`src/rtl/twiddle_fetch_ctrl.sv`:
```
// -----------------------------------------------------------------------------
// twiddle_fetch_ctrl
//
// Streams a run of twiddle factors out of a pair of synchronous ROMs (real and
// imaginary, one-cycle read latency) towards the FFT butterfly over a
// valid/ready handshake. A run is "count" consecutive ROM words starting at
// "base_addr"; the address wraps modulo 2^ADDR_W. A two-entry output FIFO
// absorbs the ROM latency so the stream keeps one beat per cycle when the
// butterfly is always ready, and no word is lost when it stalls.
//
// Optional feature (compile-time macro TWIDDLE_CONJ_EN):
//   when defined, tw_im carries the negated ROM imaginary word (complex
//   conjugate, for the inverse transform); the most negative word saturates
//   to the most positive one. When undefined, tw_im is the ROM word unchanged.
//
// Parameters
//   ADDR_W      ROM address width
//   DATA_W      twiddle word width (signed Q8.8 at the default of 16)
//
// Ports
//   clk         single clock, all logic on the rising edge
//   rst         synchronous active-high reset
//   start       run request, only looked at while idle
//   base_addr   first ROM address of the run (latched on accepted start)
//   count       number of words in the run, 0..2^ADDR_W (latched on start)
//   rom_addr    registered address shared by both ROMs
//   rom_re_data real ROM word, valid one cycle after rom_addr
//   rom_im_data imaginary ROM word, valid one cycle after rom_addr
//   tw_re/tw_im twiddle pair towards the butterfly
//   tw_valid    twiddle pair valid
//   tw_ready    butterfly accepts the current pair
//   tw_last     marks the final beat of the run
//   busy        high whenever the controller is not idle
//   done        one-cycle pulse once the run has finished
// -----------------------------------------------------------------------------
module twiddle_fetch_ctrl #(
  parameter int ADDR_W = 5,
  parameter int DATA_W = 16
) (
  input  logic              clk,
  input  logic              rst,
  input  logic              start,
  input  logic [ADDR_W-1:0] base_addr,
  input  logic [ADDR_W:0]   count,
  output logic [ADDR_W-1:0] rom_addr,
  input  logic [DATA_W-1:0] rom_re_data,
  input  logic [DATA_W-1:0] rom_im_data,
  output logic [DATA_W-1:0] tw_re,
  output logic [DATA_W-1:0] tw_im,
  output logic              tw_valid,
  input  logic              tw_ready,
  output logic              tw_last,
  output logic              busy,
  output logic              done
);

  typedef enum logic [1:0] {
    IDLE  = 2'd0,
    FETCH = 2'd1,
    DRAIN = 2'd2
  } state_t;

  localparam logic [ADDR_W:0] CNT_ONE = {{ADDR_W{1'b0}}, 1'b1};

  state_t state, state_nxt;

  // Reads still to be issued in the current run.
  logic [ADDR_W:0] remain;

  // One read may be outstanding in the ROM; its last-beat tag travels with it.
  logic in_flight;
  logic in_flight_last;

  // Two-entry output FIFO, circular with one-bit pointers.
  logic [1:0][DATA_W-1:0] fifo_re;
  logic [1:0][DATA_W-1:0] fifo_im;
  logic [1:0]             fifo_last;
  logic                   wr_ptr;
  logic                   rd_ptr;
  logic [1:0]             occ;

  logic              pop;
  logic              room;
  logic              issue;
  logic              accept;
  logic              done_nxt;
  logic [DATA_W-1:0] im_word;

  // Imaginary word as it will be presented to the butterfly.
`ifdef TWIDDLE_CONJ_EN
  localparam logic [DATA_W-1:0] MOST_NEG = {1'b1, {(DATA_W-1){1'b0}}};
  assign im_word = (rom_im_data == MOST_NEG) ? ~MOST_NEG : (~rom_im_data + 1'b1);
`else
  assign im_word = rom_im_data;
`endif

  // The FIFO head drives the output directly, so the pair stays frozen while
  // the butterfly stalls.
  assign tw_valid = (occ != 2'd0);
  assign tw_re    = fifo_re[rd_ptr];
  assign tw_im    = fifo_im[rd_ptr];
  assign tw_last  = fifo_last[rd_ptr];
  assign pop      = tw_valid && tw_ready;
  assign busy     = (state != IDLE);

  // A new read is only allowed if, counting the word still in the ROM and the
  // beat leaving this cycle, the FIFO is guaranteed a free slot for it.
  assign room = (({1'b0, occ} + {2'b00, in_flight} - {2'b00, pop}) < 3'd2);

  // State register.
  always_ff @(posedge clk) begin
    if (rst) begin
      state <= IDLE;
    end else begin
      state <= state_nxt;
    end
  end

  // Next-state and per-cycle control decisions.
  always_comb begin
    state_nxt = state;
    issue     = 1'b0;
    accept    = 1'b0;
    done_nxt  = 1'b0;
    case (state)
      IDLE: begin
        if (start) begin
          if (count == '0) begin
            done_nxt = 1'b1;
          end else begin
            accept    = 1'b1;
            state_nxt = FETCH;
          end
        end
      end
      FETCH: begin
        if (room) begin
          issue = 1'b1;
          if (remain == CNT_ONE) begin
            state_nxt = DRAIN;
          end
        end
      end
      DRAIN: begin
        if (pop && tw_last) begin
          state_nxt = IDLE;
          done_nxt  = 1'b1;
        end
      end
      default: begin
        state_nxt = IDLE;
      end
    endcase
  end

  // Address generation, read tracking and the output FIFO. Clearing in_flight
  // on reset is what drops a ROM word that was still on its way.
  always_ff @(posedge clk) begin
    if (rst) begin
      rom_addr       <= '0;
      remain         <= '0;
      in_flight      <= 1'b0;
      in_flight_last <= 1'b0;
      done           <= 1'b0;
      fifo_re        <= '0;
      fifo_im        <= '0;
      fifo_last      <= '0;
      wr_ptr         <= 1'b0;
      rd_ptr         <= 1'b0;
      occ            <= 2'd0;
    end else begin
      done           <= done_nxt;
      in_flight      <= issue;
      in_flight_last <= issue && (remain == CNT_ONE);

      if (accept) begin
        rom_addr <= base_addr;
        remain   <= count;
      end else if (issue) begin
        rom_addr <= rom_addr + 1'b1;
        remain   <= remain - 1'b1;
      end

      if (in_flight) begin
        fifo_re[wr_ptr]   <= rom_re_data;
        fifo_im[wr_ptr]   <= im_word;
        fifo_last[wr_ptr] <= in_flight_last;
        wr_ptr            <= ~wr_ptr;
      end

      if (pop) begin
        rd_ptr <= ~rd_ptr;
      end

      occ <= occ + {1'b0, in_flight} - {1'b0, pop};
    end
  end

endmodule

```
`config.mk`:
```
export PLATFORM = sky130hd
export DESIGN_NAME = twiddle_fetch_ctrl
export DESIGN_NICKNAME = d
export VERILOG_FILES = /design/src/rtl/twiddle_fetch_ctrl.sv
export SDC_FILE = /design/constraint.sdc
export NUM_CORES = 1
export LEC_CHECK = 0
export ABC_AREA = 0
export CAP_MARGIN = 20
export CORE_MARGIN = 4
export CORE_UTILIZATION = 53
export CTS_CLUSTER_SIZE = 8
export DETAILED_ROUTE_END_ITERATION = 12
export PLACE_DENSITY = 0.9
export SYNTH_ARGS = -nofsm -noshare
export SYNTH_HDL_FRONTEND = slang
export SYNTH_SLANG_ARGS = --single-unit
```
`constraint.sdc`:
```
create_clock -name clk -period 5.2 [get_ports clk]
set_clock_uncertainty 0.2 [all_clocks]
set_input_delay 1.04 -clock clk [delete_from_list [all_inputs] [get_ports clk]]
set_output_delay 1.04 -clock clk [all_outputs]
set_load 0.03 [all_outputs]
```
# Yosys cells after proc, flatten, opt, wreduce, memory -nomap -nowiden
# Cells that the tools add are included.
[totals] latch_bits=0 regBits=86 output_inout_bits=41 mem_count=0 rom_bits=0 word_cells=76 mem_bits_rw=0
[op_classes] n_addsub=6 div=0 n_lt_le_gt_ge=4 muxes=32 bitwise=2 n_shift=0 n_mul=0 eq_ne=8 reduce_logical=10
[op_table] operator="16-bit two-way mux" n=5
[op_table] operator="32-bit bitwise mux" n=2
[op_table] operator="16-bit demux with 1-bit select" n=1
[op_table] operator="6-bit two-way mux" n=2
[op_table] operator="1-bit two-way mux" n=11
[op_table] operator="2-bit two-way mux" n=5
[op_table] operator="5-bit two-way mux" n=2
[op_table] operator="2-bit inequality test (second input constant)" n=5
[op_table] operator="6-bit by 1-bit == test with 1-bit output (second input constant)" n=1
[op_table] operator="6-bit logical NOT" n=1
[op_table] operator="2-bit one-hot mux with 3 select lines" n=1
[op_table] operator="2-bit nonzero test" n=3
[op_table] operator="6-bit by 1-bit subtractor with 6-bit output (second input constant)" n=1
[op_table] operator="5-bit by 1-bit adder with 5-bit output (second input constant)" n=1
[op_table] operator="5-bit AND reduction" n=1
[op_table] operator="1-bit logical AND" n=4
[op_table] operator="1-bit by 2-bit < comparator with 1-bit output (second input constant)" n=2
[op_table] operator="2-bit by 1-bit adder with 3-bit output" n=1
[op_table] operator="3-bit by 2-bit < comparator with 1-bit output (second input constant)" n=1
[op_table] operator="3-bit by 1-bit subtractor with 3-bit output" n=1
[op_table] operator="2-bit by 1-bit adder with 2-bit output" n=1
[op_table] operator="2-bit bitwise mux" n=1
[op_table] operator="2-bit by 1-bit == test with 1-bit output (second input constant)" n=1
[op_table] operator="2-bit == test (second input constant)" n=1
[op_table] operator="6 further kinds" n=7

# Longest topological paths before layout
# Gate-level depths: netlist of the first run.
[logic_depth] word_depth=8 depth_mapped=10 ltp_nobuf=9

# Least setup slack after synthesis of the first run
# OpenSTA, ideal clock, no wires.
[synth_path] path_type="input -> register" start="input tw_ready" end="register remain[4]" cell_stages=8 required_ns=4.878 path_slack_ns=2.053 setup_ns=0.122 arrival_time_ns=2.826 n_path_buf=0 cell_sequence="nand3_1 > o21ai_0 > ha_1 > fa_1 > or3b_4 > nor2_4 > nor3_1 > a221o_1"
[synth_via] elab_chain_cells=6
[synth_lines] item="from (decl)" line="51" text="input logic tw_ready,"
[synth_lines] item="1-bit logical AND" line="103" text="assign pop = tw_valid && tw_ready;"
[synth_lines] item="3-bit by 1-bit subtractor with 3-bit output" line="108" text="assign room = (({1'b0, occ} + {2'b00, in_flight} - {2'b00, pop}) < 3'd2);"
[synth_lines] item="3-bit by 2-bit < comparator with 1-bit output" line="108"
[synth_lines] item="1-bit two-way mux" line="137" text="if (room) begin"
[synth_lines] item="1-bit two-way mux" line="125" text="case (state)"
[synth_lines] item="2-bit nonzero test (no source line)"
[synth_lines] item="to (signal assigned)" line="178" text="remain <= count;"
[synth_lines] item="to (signal assigned)" line="181" text="remain <= remain - 1'b1;"
[synth_lines] item="to (decl)" line="68" text="logic [ADDR_W:0] remain;"
# No other way between the ends.
# A chain may end at the register's enable or synchronous reset.

# Final worst setup path of the first run
[layout_path] start="register rd_ptr" end="output tw_re[10]"
[layout_via] elab_chain_cells=2
[layout_lines] item="from (decl)" line="79" text="logic rd_ptr;"
[layout_lines] item="from (signal assigned)" line="192" text="rd_ptr <= ~rd_ptr;"
[layout_lines] item="16-bit two-way mux (not written as such) (2 in a row)" line="100" text="assign tw_re = fifo_re[rd_ptr];"
[layout_lines] item="to (decl)" line="48" text="output logic [DATA_W-1:0] tw_re,"
# No other way between the ends. The select of a mux whose other input is x is not followed.

==> results.sh, run 1 <==
export IMPL_initial_core_util_pct=54.7
export IMPL_route_antenna_remaining_nets=0
export IMPL_avgSynthCellArea_um2=8.33
export IMPL_worst_slew_margin_rel_pct=37.0
export IMPL_synth_fp_nets=498
export IMPL_total_power_mw=1.47
export IMPL_numPortBuffers=87
export IMPL_number_of_enable_type_register_cells_in_the_synthesized_netlist=0
export IMPL_i_o_pin_count=88
export IMPL_finalCritPeriodShare_pct=74.9
export IMPL_cts_tree="yes"
export IMPL_maxCapViolations=0
export IMPL_power_spent_charging_and_discharging_nets_mw=0.410
export IMPL_fraction_of_layout_cells_with_a_size_suffix_above_1_pct=13.0
export IMPL_portion_of_the_post_synthesis_area_used_by_sequential_elements_pct=46.3
export IMPL_place_detailed_hpwl_mm=6.31
export IMPL_grt_first_pass_wirelength_mm=14.9
export IMPL_post_synth_top_area_cell="sky130_fd_sc_hd__dfxtp_1"
export IMPL_post_cts_setup_buffer_count=0
export IMPL_fill_cells=530
export IMPL_die_area_mm2=0.00842
export IMPL_fin_nets=572
export IMPL_worstPathCellList="buf_4 > mux2_2 > clkdlybuf4s50_1"
export IMPL_yosysWarningCount=0
export IMPL_placementRows=30
export IMPL_p_leak_nw=1.70
export IMPL_cts_htree_levels=3
export IMPL_critical_path_class="flop to primary output"
export IMPL_ctsRootBufferMaster="sky130_fd_sc_hd__clkbuf_8"
export IMPL_cpMaxStageDelayCell="sky130_fd_sc_hd__dfxtp_1"
export IMPL_netSwitchingFraction_pct=27.9
export IMPL_worst_setup_path_start_kind="flop"
export IMPL_clkSinkCount=86
export IMPL_seqPwrFrac_pct=49.2
export IMPL_internal_power_mw=1.06
export IMPL_power_density_mw_per_mm2=306
export IMPL_max_stage_delay_ns=0.94
export IMPL_fin_tns_setup_ns=0
export IMPL_synthCells=446
export IMPL_crit_path_max_fanout=20
export IMPL_gp_congestion=0.808
export IMPL_period_needed_ns=3.89
export IMPL_maxSlewViolCount=0
export IMPL_dp_worst_setup_slack_ns=1.30
export IMPL_status="finished clean"
export IMPL_async_flop_share_pct=0
export IMPL_drt_via_density=5.38
export IMPL_initialDrtViolationCount=165
export IMPL_diodes=0
export IMPL_routed_via_count=3333
export IMPL_yosys_register_bits=86
export IMPL_maximum_vdd_drop_mv=0.194
export IMPL_global_route_overflow_total=0
export IMPL_grt_start_max_net_pins=46
export IMPL_setup_violations_final=0
export IMPL_fp_coreArea_mm2=0.00679
export IMPL_clk_pin_slew_worst_paths_ns=0.07
export IMPL_fin_ws_ns=1.31
export IMPL_cts_hold_buf=0
export IMPL_wl_per_cell_um=14.7
export IMPL_hold_viol_final=0
export IMPL_first_pass_iters=4
export IMPL_global_route_usage_total_pct=21.5
export IMPL_crit_path_end_kind="primary output"
export IMPL_synth_top_cell_area_share_pct=46.3
export IMPL_cts_repair_resized=0
export IMPL_synth_cells_most_frequent="sky130_fd_sc_hd__nand2_1, sky130_fd_sc_hd__dfxtp_1, sky130_fd_sc_hd__a21oi_1, sky130_fd_sc_hd__mux2_2, sky130_fd_sc_hd__clkbuf_1"
export IMPL_critPathRequiredTime_ns=3.96
export IMPL_synthDistinctLibCells=46
export IMPL_worst_skew_pair_late_latency_ns=0.34
export IMPL_least_margin_pin_slew_ns=0.944
export IMPL_combPwrFrac_pct=20.0
export IMPL_synth_ff_type="sky130_fd_sc_hd__dfxtp_1"
export IMPL_clkPwrFrac_pct=30.7
export IMPL_wl_mm=9.08
export IMPL_die_h_um=91.8
export IMPL_drc_errors=0
export IMPL_setup_repair_after_global_routing_missed_its_margin="no"
export IMPL_hold_worst_slack_ns=0.253
export IMPL_synth_top_cells_by_area="sky130_fd_sc_hd__dfxtp_1, sky130_fd_sc_hd__nand2_1, sky130_fd_sc_hd__mux2_2"
export IMPL_area_growth_synth_to_final_pct=29.6
export IMPL_most_repeated_cell_in_the_gate_level_netlist_after_synthesis="sky130_fd_sc_hd__nand2_1"
export IMPL_crit_arrival_ns=2.65
export IMPL_maxClockFrequency_mhz=257
export IMPL_post_synth_instance_area_mm2=0.00372
export IMPL_utilization_pct=70.9
export IMPL_clk_path_buf_depth=2
export IMPL_class_of_the_most_critical_hold_timing_path="flop to flop"
export IMPL_vias_in_the_first_global_route=3220
export IMPL_grt_antenna_before_repair=0
export IMPL_dieWidth_um=91.8
export IMPL_inserted_clock_buffers=9
## state kept, by name, summed over array words and instances (netlist names)
name	cells
fifo_last	2
occ	2
fifo_re	32
in_flight	1
done	1
state	2
in_flight_last	1
remain	6
rom_addr	5
wr_ptr	1
fifo_im	32
rd_ptr	1
## worst max-delay path, delay by kind of cell, from the launching register on
family                 cells  cell delay (ns)
multiplexers               1             0.36
buffers and inverters      2             1.00
flip-flops                 1             0.94
## logic make-up (layout without fill, tap and decap cells)
| kind of cell | after synthesis | after routing | synth area share, % |
|---|---|---|---|
| simple gates | 190 | 190 | 22.3 |
| compound gates | 90 | 90 | 14.1 |
| flops | 86 | 86 | 46.3 |
| buf+inv | 36 | 114 | 3.94 |
| mux | 33 | 33 | 10.0 |
| xor+xnor | 6 | 6 | 1.41 |
| fa+ha+maj | 5 | 5 | 1.88 |
## through the flow
step,cells,instance area [um^2]
floorplan,446,3720
global placement,605,4630
detailed placement,605,4630
CTS,620,4820
global route,620,4820
finish,620,4820
## layer usage
layer	track usage [%]	share of wire, %
met1	27.3	43
met2	36.5	50
met3	4.43	5.9
met4	7.18	1.1
met5	0	0
## worst paths after layout
kind | start | end | slack [ns] | cells past startpoint
hold / removal | fifo_im[11]$_SDFFE_PP0P_ | fifo_im[11]$_SDFFE_PP0P_ | 0.25 | 2
hold reg to reg | fifo_im[11]$_SDFFE_PP0P_ | fifo_im[11]$_SDFFE_PP0P_ | 0.25 | 2
setup / recovery | rd_ptr$_SDFFE_PP0P_ | tw_re[10] | 1.31 | 3
setup reg to reg | occ[1]$_SDFF_PP0_ | remain[4]$_SDFFE_PP0P_ | 2.47 | 8
## cells in the final DEF (no fill, tap or decap), drive strengths merged, types with 3 or more instances in the layout
cell type / netlist / layout
inv: 6 / 6
o21ai: 4 / 4
xor2: 3 / 3
a31oi: 4 / 4
and2: 3 / 3
dfxtp: 86 / 86
clkbuf: 24 / 11
ha: 4 / 4
a21oi: 69 / 69
nand3: 11 / 11
nor3: 4 / 4
xnor2: 3 / 3
nor2: 11 / 11
nor2b: 6 / 6
or2: 3 / 3
mux2: 33 / 33
clkdlybuf4s50: 0 / 86
nand2: 142 / 142
buf: 6 / 7
## area by class of cell
class	instances	area (um^2)	area share (%)
Timing Repair Buffer	93	911	18.9
Multi-Input combinational cell	324	1850	38.5
Tap cell	96	120	2.49
Clock buffer	11	141	2.94
Inverter	6	22.5	0.468
Clock inverter	4	47.5	0.987
Sequential cell	86	1720	35.7
## power groups by stage
stage	registers, mW	logic (mW)	clock network, mW
5_1_grt	0.729	0.320	0.484
4_1_cts	0.724	0.296	0.460
3_5_place_dp	0.739	0.294	0
2_1_floorplan	0.736	0.184	0
3_3_place_gp	0.736	0.286	0
6_report	0.725	0.295	0.452
Note: power is estimated with default switching activity, not from simulation.
==> run 2: changes to the inputs <==
CORE_UTILIZATION = 50   (was 53)
PLACE_DENSITY = 0.86   (was 0.9)
clock period = 3.9 ns   (was 5.2 ns; I/O delays follow)
==> run 2 against run 1 <==
Power grew 33%. Critical path depth is 6 higher. Core utilization down 4.3 points. Critical path type is now primary input to flop. Largest power group unchanged.
==> results.sh, run 2 (same netlist as run 1, synthesis figures left out) <==
export IMPL_status="finished clean"
export IMPL_crit_path_max_fanout=9
export IMPL_utilization_pct=66.6
export IMPL_vias_in_the_first_global_route=3336
export IMPL_fp_coreArea_mm2=0.00725
export IMPL_netSwitchingFraction_pct=28.6
export IMPL_grt_start_max_net_pins=49
export IMPL_total_power_mw=1.96
export IMPL_crit_path_end_kind="flop"
export IMPL_cpMaxStageDelayCell="sky130_fd_sc_hd__clkdlybuf4s50_1"
export IMPL_i_o_pin_count=88
export IMPL_wl_met2_mm=4.56
export IMPL_worst_slew_margin_rel_pct=44.9
export IMPL_cts_repair_resized=0
export IMPL_route_antenna_remaining_nets=0
export IMPL_inserted_clock_buffers=9
export IMPL_power_spent_charging_and_discharging_nets_mw=0.560
export IMPL_top_signal_layer_used="met4"
export IMPL_cts_htree_levels=3
export IMPL_initial_core_util_pct=51.3
export IMPL_timing_reg2reg_setup_slack_ns=1.22
export IMPL_hold_worst_slack_ns=0.256
export IMPL_post_cts_setup_buffer_count=0
export IMPL_clkSinkCount=86
export IMPL_top_regs="fifo_im (32), fifo_re (32), remain (6)"
export IMPL_worstPathCellList="clkdlybuf4s50_1 > nand3_1 > o21ai_0 > ha_1 > fa_1 > or3b_4 > nor2_4 > nor3_1 > a221o_1"
export IMPL_maxSlewViolCount=0
export IMPL_fin_nets=572
export IMPL_cts_tree="yes"
export IMPL_clk_pin_slew_worst_paths_ns=0.08
export IMPL_placementRows=31
export IMPL_critical_path_class="primary input to flop"
export IMPL_fill_cells=610
export IMPL_place_detailed_hpwl_mm=6.28
export IMPL_cts_hold_buf=0
export IMPL_area_growth_synth_to_final_pct=30.0
export IMPL_hold_viol_final=0
export IMPL_ctsRootBufferMaster="sky130_fd_sc_hd__clkbuf_8"
export IMPL_p_leak_nw=1.70
export IMPL_die_h_um=94.2
export IMPL_finalNonFillerCells=623
export IMPL_drt_via_density=5.31
export IMPL_die_area_mm2=0.00888
export IMPL_wl_mm=9.14
export IMPL_drc_errors=0
export IMPL_grt_first_pass_wirelength_mm=15.2
export IMPL_first_pass_iters=4
export IMPL_worst_skew_pair_late_latency_ns=0.35
export IMPL_worst_setup_path_start_kind="primary input"
export IMPL_placed_cells_incl_taps=608
export IMPL_seqPwrFrac_pct=49.2
export IMPL_fraction_of_layout_cells_with_a_size_suffix_above_1_pct=13.2
export IMPL_global_route_usage_total_pct=21.5
export IMPL_drt_met1_wl_mm=3.88
export IMPL_diodes=0
export IMPL_maxClockFrequency_mhz=307
export IMPL_max_stage_delay_ns=0.55
export IMPL_combPwrFrac_pct=20.2
export IMPL_numPortBuffers=87
export IMPL_final_cell_mix="sky130_fd_sc_hd__nand2_1, sky130_fd_sc_hd__dfxtp_1, sky130_fd_sc_hd__clkdlybuf4s50_1"
export IMPL_maxCapViolations=0
export IMPL_routed_via_count=3308
export IMPL_maximum_vdd_drop_mv=0.205
export IMPL_critPathRequiredTime_ns=3.95
export IMPL_gp_congestion=0.784
export IMPL_power_density_mw_per_mm2=406
export IMPL_fin_tns_setup_ns=0
export IMPL_setup_violations_final=0
export IMPL_least_margin_pin_slew_ns=0.827
export IMPL_finalCritPeriodShare_pct=83.5
export IMPL_setup_repair_after_global_routing_missed_its_margin="no"
export IMPL_class_of_the_most_critical_hold_timing_path="flop to flop"
export IMPL_period_needed_ns=3.26
export IMPL_grt_antenna_before_repair=0
export IMPL_wl_per_cell_um=14.7
export IMPL_internal_power_mw=1.40
export IMPL_initialDrtViolationCount=169
export IMPL_clkPwrFrac_pct=30.6
export IMPL_crit_arrival_ns=3.30
export IMPL_global_route_overflow_total=0
export IMPL_met3_wirelength_um=613
export IMPL_layout_commonest_cell="sky130_fd_sc_hd__nand2_1"
export IMPL_clk_path_buf_depth=2
export IMPL_dieWidth_um=94.2
==> run 2: cell types whose count changed in the layout (fill, tap and decap cells not counted) <==
cell                         before  now
sky130_fd_sc_hd__clkbuf_1         1    0
sky130_fd_sc_hd__clkbuf_8        10    9
sky130_fd_sc_hd__clkinv_4         0    1
sky130_fd_sc_hd__buf_12           0    1
sky130_fd_sc_hd__buf_4            6    5
sky130_fd_sc_hd__clkinvlp_4       1    2
==> run 2: final cells by class <==
class / instances / area [um^2] / share of cell area [%]
Multi-Input combinational cell: 324 / 1850 / 38.3
Sequential cell: 86 / 1720 / 35.6
Timing Repair Buffer: 93 / 923 / 19.1
Clock buffer: 9 / 124 / 2.56
Tap cell: 99 / 124 / 2.56
Clock inverter: 6 / 63.8 / 1.32
Inverter: 6 / 22.5 / 0.466
==> run 2: worst paths after layout <==
kind / startpoint / cells past startpoint / to
max: tw_ready / 9 / remain[4]$_SDFFE_PP0P_
min: fifo_im[11]$_SDFFE_PP0P_ / 2 / fifo_im[11]$_SDFFE_PP0P_
max reg2reg: occ[1]$_SDFF_PP0_ / 8 / remain[4]$_SDFFE_PP0P_
min reg2reg: fifo_im[11]$_SDFFE_PP0P_ / 2 / fifo_im[11]$_SDFFE_PP0P_
==> run 2: metal layers <==
| metal | track usage (%) | vias up |
|---|---|---|
| met5 | 0 | - |
| li1 | - | 1635 |
| met3 | 4.49 | 8 |
| met4 | 7.34 | 0 |
| met1 | 25.7 | 1568 |
| met2 | 38.0 | 97 |
==> run 2: power by group through the flow <==
stage | registers [mW] | logic, mW | clock network, mW
global route | 0.970 | 0.427 | 0.651
floorplan | 0.981 | 0.245 | 0
CTS | 0.963 | 0.398 | 0.609
global placement | 0.980 | 0.388 | 0
detailed placement | 0.983 | 0.396 | 0
finish | 0.964 | 0.397 | 0.600
==> run 2: worst max-delay path, delay by kind of cell <==
family / cells / cell delay, ns
AND/OR/NAND/NOR: 4 / 0.89
adder cells (fa/ha/maj): 2 / 0.63
buffers and inverters: 1 / 0.55
AO/OA/AOI/OAI: 2 / 0.45
==> run 2: stage by stage <==
| stage | setup slack (ns) | instance area, um^2 |
|---|---|---|
| floorplan | 1.01 | 3720 |
| global placement | 0.348 | 4640 |
| detailed placement | 0.262 | 4640 |
| CTS | 0.649 | 4830 |
| global route | 0.480 | 4830 |
| finish | 0.645 | 4830 |
